### config.mk
export PLATFORM = sky130hd
export DESIGN_NAME = cronometro_contador
export DESIGN_NICKNAME = d
export VERILOG_FILES = /design/src/rtl/cronometro_contador_pkg.sv /design/src/rtl/cronometro_contador_bcd_digito.sv /design/src/rtl/cronometro_contador.sv
export SDC_FILE = /design/constraint.sdc
export NUM_CORES = 1
export LEC_CHECK = 0
export CAP_MARGIN = 20
export CORE_MARGIN = 8
export CORE_UTILIZATION = 39
export CTS_CLUSTER_SIZE = 8
export DETAILED_ROUTE_END_ITERATION = 6
export PLACE_DENSITY = 0.67
export SETUP_SLACK_MARGIN = 0.1
export SLEW_MARGIN = 20
export SYNTH_ARGS = -nofsm -noshare
export SYNTH_HDL_FRONTEND = slang
export SYNTH_SLANG_ARGS = --single-unit
### constraint.sdc
create_clock -name clk_in -period 1.5 [get_ports clk_in]
set_input_delay 0.3 -clock clk_in [delete_from_list [all_inputs] [get_ports clk_in]]
set_output_delay 0.3 -clock clk_in [all_outputs]
set_load 0.02 [all_outputs]
### src/rtl/cronometro_contador_pkg.sv
// Shared definitions for the stopwatch time base: FSM encoding, BCD digit width
// and the position of each digit inside the packed MM:SS.cc word.
package cronometro_contador_pkg;

  typedef enum logic [1:0] {
    ST_IDLE    = 2'd0,
    ST_RUNNING = 2'd1,
    ST_PAUSED  = 2'd2
  } state_t;

  localparam int DIGIT_W = 4;
  localparam int N_DIGITS = 6;
  localparam int TIME_W = DIGIT_W * N_DIGITS;

  // Digit offsets inside time_bcd = {min_t, min_u, sec_t, sec_u, cs_t, cs_u}
  localparam int CS_U_OFS  = 0;
  localparam int CS_T_OFS  = 4;
  localparam int SEC_U_OFS = 8;
  localparam int SEC_T_OFS = 12;
  localparam int MIN_U_OFS = 16;
  localparam int MIN_T_OFS = 20;

  localparam logic [DIGIT_W-1:0] BCD_NINE   = 4'd9;
  localparam logic [DIGIT_W-1:0] SEC_T_LAST = 4'd5;

endpackage

### src/rtl/cronometro_contador_bcd_digito.sv
// One BCD digit: counts 0..terminal when enabled, wraps to 0 and raises a
// combinational carry into the next digit on the wrapping increment.
module cronometro_contador_bcd_digito
  import cronometro_contador_pkg::*;
(
  input  logic               clk,
  input  logic               clr,
  input  logic               en,
  input  logic [DIGIT_W-1:0] terminal,
  output logic [DIGIT_W-1:0] q,
  output logic               at_term,
  output logic               carry_out
);

  assign at_term   = (q == terminal);
  assign carry_out = en & at_term;

  always_ff @(posedge clk) begin
    if (clr) begin
      q <= '0;
    end else if (en) begin
      q <= at_term ? '0 : q + 4'd1;
    end
  end

endmodule

### src/rtl/cronometro_contador.sv
// Stopwatch MM:SS.cc BCD counter driven by a sampled 100 Hz tick level.
// Optional lap/freeze display is built when CRONOMETRO_LAP_EN is defined.
module cronometro_contador
  import cronometro_contador_pkg::*;
#(
  parameter int MIN_LIMIT = 59,
  parameter bit WRAP_STOP = 1'b0
) (
  input  logic              clk_in,
  input  logic              rst,
  input  logic              tick_in,
  input  logic              start_stop,
  input  logic              clear,
  input  logic              lap,
  output logic [TIME_W-1:0] time_bcd,
  output logic              running,
  output logic              wrap,
  output logic              lap_active
);

  localparam logic [DIGIT_W-1:0] LIM_T = 4'(MIN_LIMIT / 10);
  localparam logic [DIGIT_W-1:0] LIM_U = 4'(MIN_LIMIT % 10);

  state_t state, next_state;
  logic tick_q, tick_rise, count_en, at_max, inc, wrap_hit, cnt_clr;
  logic running_d, wrap_d;
  logic [N_DIGITS-1:0] at_term, carry, en_chain;
  logic [DIGIT_W-1:0] term [N_DIGITS];
  logic [TIME_W-1:0] live;
  logic unused_carry;

  // tick_q resets high so a tick_in already high at reset release is no edge
  always_ff @(posedge clk_in) begin
    if (rst) tick_q <= 1'b1;
    else     tick_q <= tick_in;
  end

  assign tick_rise = tick_in & ~tick_q;
  assign count_en  = (state == ST_RUNNING) & tick_rise;
  assign at_max    = &at_term;
  assign wrap_hit  = count_en & at_max;
  assign inc       = count_en & ~(WRAP_STOP & at_max);
  assign cnt_clr   = rst | clear;
  assign en_chain  = {carry[N_DIGITS-2:0], inc};
  assign unused_carry = carry[N_DIGITS-1];

  // Minute units only run to LIM_U once the tens digit reaches LIM_T
  always_comb begin
    term[0] = BCD_NINE;
    term[1] = BCD_NINE;
    term[2] = BCD_NINE;
    term[3] = SEC_T_LAST;
    term[4] = (live[MIN_T_OFS +: DIGIT_W] == LIM_T) ? LIM_U : BCD_NINE;
    term[5] = LIM_T;
  end

  for (genvar i = 0; i < N_DIGITS; i++) begin : g_digit
    cronometro_contador_bcd_digito u_digit (
      .clk       (clk_in),
      .clr       (cnt_clr),
      .en        (en_chain[i]),
      .terminal  (term[i]),
      .q         (live[i*DIGIT_W +: DIGIT_W]),
      .at_term   (at_term[i]),
      .carry_out (carry[i])
    );
  end

  always_ff @(posedge clk_in) begin
    if (rst) state <= ST_IDLE;
    else     state <= next_state;
  end

  always_comb begin
    next_state = state;
    if (clear) begin
      next_state = ST_IDLE;
    end else if (start_stop) begin
      case (state)
        ST_IDLE:    next_state = ST_RUNNING;
        ST_RUNNING: next_state = ST_PAUSED;
        ST_PAUSED:  next_state = ST_RUNNING;
        default:    next_state = ST_IDLE;
      endcase
    end else if (WRAP_STOP && wrap_hit) begin
      next_state = ST_PAUSED;
    end
  end

  always_comb begin
    running_d = (next_state == ST_RUNNING);
    wrap_d    = wrap_hit & ~clear;
  end

  always_ff @(posedge clk_in) begin
    if (rst) begin
      running <= 1'b0;
      wrap    <= 1'b0;
    end else begin
      running <= running_d;
      wrap    <= wrap_d;
    end
  end

`ifdef CRONOMETRO_LAP_EN
  logic [TIME_W-1:0] snap;

  always_ff @(posedge clk_in) begin
    if (cnt_clr) begin
      lap_active <= 1'b0;
      snap       <= '0;
    end else if (lap) begin
      if (state == ST_RUNNING && !lap_active) begin
        snap       <= live;
        lap_active <= 1'b1;
      end else if (state != ST_IDLE) begin
        lap_active <= 1'b0;
      end
    end
  end

  assign time_bcd = lap_active ? snap : live;
`else
  logic unused_lap;
  assign unused_lap = lap;
  assign lap_active = 1'b0;
  assign time_bcd   = live;
`endif

endmodule

# Word-level counts from Yosys, hierarchy flattened
# Index checks and enable logic that the tools add are counted.
[classes]
n_mux = 9
n_reduce_logical = 3
n_eq_ne = 9
bitwise = 12
n_addsub = 6
[op_table]
columns = ["op", "count"]
rows = [
  ["$add 4x1->4 const B", 6],
  ["$mux 4", 6],
  ["$eq 4x4->1 const B", 4],
  ["$and 1x1->1", 9],
  ["$eq 4x3->1 const B", 2],
  ["$reduce_and 6->1", 1],
  ["$eq 2x1->1 const B", 2],
  ["$mux 2", 2],
  ["$pmux 2 s2", 1],
  ["$eq 2x2->1 const B", 1],
  ["$logic_not 2->1", 1],
  ["$not 1->1", 2],
  ["$reduce_or 2->1", 1],
  ["$or 1x1->1", 1],
]
[word_totals]
elab_cells = 49
regBits = 29
input_bits = 6
out_inout_bits = 27

# Logic depth before layout (Yosys ltp)
[logic_depth]
ltp_word = 8
mapped_depth = 5
mapped_depth_nobuf = 4

# Modules after synthesis
# A second synthesis with hierarchy kept.
[unflattened]
cells_unflattened = 184
area_unflattened_um2 = 2082.0
[modules_own_cells]
columns = ["mod", "n_inst", "seq_area_each_um2", "area_per_inst_um2", "cells_each"]
rows = [
  ["cronometro_contador_bcd_digito", 6, 80.1, 310.3, 27],
  ["cronometro_contador", 1, 100.1, 220.2, 22],
]

# Worst setup path after synthesis
# Ideal clock, no wire load.
[synth_timing]
path_kind = "reg2reg"
from = "register g_digit[3].u_digit.q[2]"
to = "register g_digit[4].u_digit.q[2]"
path_stages_with_launch = 6
arrival_ns = 1.630
synth_period_minus_slack_ns = 1.700
slack_ns = -0.200
cell_sequence = "dfxtp_1 -> nor3b_4 -> nand4_4 -> buf_6 -> or4_1 -> a21oi_1"
[synth_between]
elab_chain_len = 2
[synth_lines]
columns = ["item", "line", "text"]
rows = [
  ["start, declared", "cronometro_contador_bcd_digito.sv:10", "output logic [DIGIT_W-1:0] q,"],
  ["start signal, assigned", "cronometro_contador_bcd_digito.sv:22", "q <= at_term ? '0 : q + 4'd1;"],
  ["$eq 4x3->1", "cronometro_contador_bcd_digito.sv:15", "assign at_term = (q == terminal);"],
  ["$and 1x1->1", "cronometro_contador_bcd_digito.sv:16", "assign carry_out = en & at_term;"],
  ["end signal, assigned", "cronometro_contador_bcd_digito.sv:22", ""],
  ["end, declared", "cronometro_contador_bcd_digito.sv:10", ""],
]
# Every way passes these cells.
# A chain may end at the register's enable or synchronous reset.

# Worst setup path in the final report
[layout_timing]
from = "register g_digit[0].u_digit.q[2]"
to = "register g_digit[4].u_digit.q[1]"
[layout_between]
elab_chain_len = 5
[layout_lines]
columns = ["item", "line"]
rows = [
  ["start, declared", "cronometro_contador_bcd_digito.sv:10"],
  ["start signal, assigned", "cronometro_contador_bcd_digito.sv:22"],
  ["$eq 4x4->1", "cronometro_contador_bcd_digito.sv:15"],
  ["$and 1x1->1 (4 in series)", "cronometro_contador_bcd_digito.sv:16"],
]
# Every way passes these cells.

==> results.toml <==
[yosys]
synthArstFlopShare = 0
syn-num-nets = 175
synth_top_area_cell = "dfxtp_1"
syn_avg_cell_area_sq_um = 8.91
synth_top_area_share = 0.385
synth_warnings = 0
syn-cell-area_sq_um = 1510
synth_area_leaders = "dfxtp_1 39%, a21oi_1 5.3%, nor2b_1 3.7%, or3_1 3.3%, nand2_1 3.2%"
ys_types = 49
synthFlopType = "dfxtp_1"
yosysSeqAreaShare = 0.385
synth_cells = 169
synth_edf_count = 0
synth_seq_cells = 29

[floorplan]
die_y_microns = 78.2
initial_core_util = 0.408
fp.dieW_microns = 78.2
core_area_sq_um = 3690
ios = 33
std_cell_rows = 22
dieArea_sq_um = 6110

[critical_path]
cp.arrival_ns = 1.88
endpoint_kind = "flop"
path_class = "reg2reg"
required_ns = 1.72
start_kind = "flop"
cp_max_fo = 5

[timing]
slew_violations = 0
timing.final.crit_share = 1.11
finalHoldViolCount = 0
fin_skew_ns = 0.00423
clock.fmax_ghz = 0.602
period_needed_ns = 1.66
setup_viol = 16
worst_slack_ns = -0.162
rsz0062_at_grt = "true"

[worst_hold_path]
hold_class = "in2reg"

[grt]
grt_pass1_vias = 1674
gr-usage-all-layers = 0.155
grt_pass1_wl_microns = 7800
grt_max_degree = 12
grt-ovfl-total = 0
antenna_found_initial = 0

[placed_design]
place_area_sq_um = 2220
dp.cells = 283
gp_congestion = 0.748
numPortBuffers = 30
dp_hpwl_microns = 3080

[cells_and_area]
nets = 268
num_antenna_cells = 0
area_growth_syn_to_layout_pct = 79.2
final_area_sq_um = 2700
stdcell_count = 311
drive_gt1_frac = 0.532

[pwr]
power.internal_mw = 1.22
ir_drop_uv = 475
power_density_nw_per_um2 = 582
switchingPower_mw = 0.346
p_leak_nw = 1.10
sequentialPowerShare = 0.491
share_comb_of_total_power = 0.052
p_clk_frac = 0.457
swShare = 0.221

[clocking]
ctsHoldBuffers = 0
cts_made_buffers = 5
clock-sinks = 29
clock_latency_ns = 0.29
cts_root_buf = "clkbuf_8"
clk_pin_slew_ns = 0.06
h-tree-depth = 2
cts_tree = "yes"
clk_path_buf_depth = 2

[job]
maxCapViolations = 0

[route]
drtIter0Drc = 120
ant_nets = 0
wl_microns = 5190
vias = 1706
drtPass1Iterations = 4
wire_per_inst_microns = 16.7
drc = 0
viasPerCell = 5.49

[status]
status = "complete, but fails checks"
violations = "negative setup slack"
-- kinds of logic (layout without fill, tap and decap cells) --
logic type / after synthesis / in the layout / share of synthesized area
and+or+nand+nor: 81 / 81 / 0.376
other: 1 / 1 / 0.00249
buffers and inverters: 13 / 107 / 0.0448
muxes: 1 / 1 / 0.00664
DFF: 29 / 29 / 0.385
AOI/OAI and AO/OA: 40 / 40 / 0.161
xor gates and xnor gates: 4 / 4 / 0.0233
-- sequential cells by signal, indices dropped and copies added, names as in the netlist --
name,cells
tick_q,1
state,2
g_digit.u_digit.q,24
wrap,1
running,1
-- routing by layer --
layer,track usage,routed length [microns]
met2,0.273,2730
met1,0.172,2120
met3,0.0490,212
met4,0.0556,138
met5,0,0
-- layout make-up --
cell class	count	area [sq um]
tap	48	60.1
sequential	29	616
clock buffer	7	96.3
clock inverter	1	5.00
timing repair buffer	94	813
inverter	5	18.8
multi-input combinational	127	1090
fill	249	988
-- worst paths after layout --
path                           start                 endpoint  slack, ns  depth (start not counted)
min                          tick_in                   tick_q       0.45                          3
max          g_digit[0].u_digit.q[2]  g_digit[4].u_digit.q[1]      -0.16                          5
min reg2reg  g_digit[4].u_digit.q[0]  g_digit[4].u_digit.q[0]       0.51                          2
max reg2reg  g_digit[0].u_digit.q[2]  g_digit[4].u_digit.q[1]      -0.16                          5
-- synth_stat cells (2+ instances only) --
| master | count |
|---|---|
| nand4b_1 | 2 |
| o311ai_0 | 3 |
| nand3_1 | 4 |
| nand4_2 | 2 |
| o31ai_1 | 3 |
| nand4_1 | 2 |
| or2_2 | 2 |
| or3_1 | 8 |
| a31oi_1 | 4 |
| and3_1 | 2 |
| nor2b_1 | 9 |
| or4_1 | 5 |
| buf_4 | 3 |
| nor2_1 | 7 |
| nand2b_1 | 3 |
| dfxtp_1 | 29 |
| o21ai_0 | 9 |
| and4_1 | 2 |
| a21oi_1 | 16 |
| xor2_1 | 3 |
| inv_1 | 5 |
| nand2_1 | 13 |
| clkbuf_1 | 4 |
| o41ai_1 | 2 |
| and2_1 | 2 |
| nor3_1 | 2 |
-- timing repair --
item                                    4_1_cts  5_1_grt
hold endpoints to repair                      0        0
cloned                                        1        0
pin swaps                                    20       19
endpoints found under the setup margin       46       38
gates resized for setup                      70       46
setup buffers                                10       11
-- metrics by stage --
| step | setup slack, ns | hold WS (ns) | setup TNS [ns] | total power [mW] | util |
|---|---|---|---|---|---|
| floorplan | -0.0541 | 0.404 | -0.142 | 0.818 | - |
| global placement | -0.478 | 0.471 | -8.00 | 0.860 | 0.601 |
| detailed placement | -0.531 | 0.491 | -9.02 | 0.862 | 0.601 |
| CTS | -0.107 | 0.457 | -0.680 | 1.58 | 0.682 |
| global route | -0.213 | 0.469 | -2.06 | 1.62 | 0.732 |
| finish | -0.162 | 0.452 | -1.16 | 1.57 | 0.732 |
-- power groups by stage --
stage	combinational [mW]	clock, mW	sequential [mW]
3_5_place_dp	0.0746	0	0.788
6_report	0.0813	0.718	0.771
4_1_cts	0.0764	0.733	0.771
2_1_floorplan	0.0281	0	0.790
5_1_grt	0.0867	0.765	0.771
3_3_place_gp	0.0724	0	0.788
-- worst max-delay path, stage by stage, from the launching register on --
cell	delay (ns)
dfxtp_2	0.32
and4bb_1	0.32
buf_6	0.18
nand3_4	0.11
or4_4	0.53
a21oi_2	0.13
-- cells in the final DEF (no fill, tap or decap), types with 4 or more instances in the layout --
cell / instances
clkdlybuf4s15_1: 8
or3_1: 5
dlygate4sd2_1: 10
inv_1: 5
clkbuf_8: 7
nor2_1: 6
o21ai_0: 5
nand2_1: 13
a21oi_1: 12
nor2b_1: 9
o21ai_1: 4
buf_4: 48
clkbuf_2: 7
buf_6: 14
a21oi_2: 4
dfxtp_2: 19
dfxtp_1: 7
No activity file was read; power rests on OpenSTA's default activity.
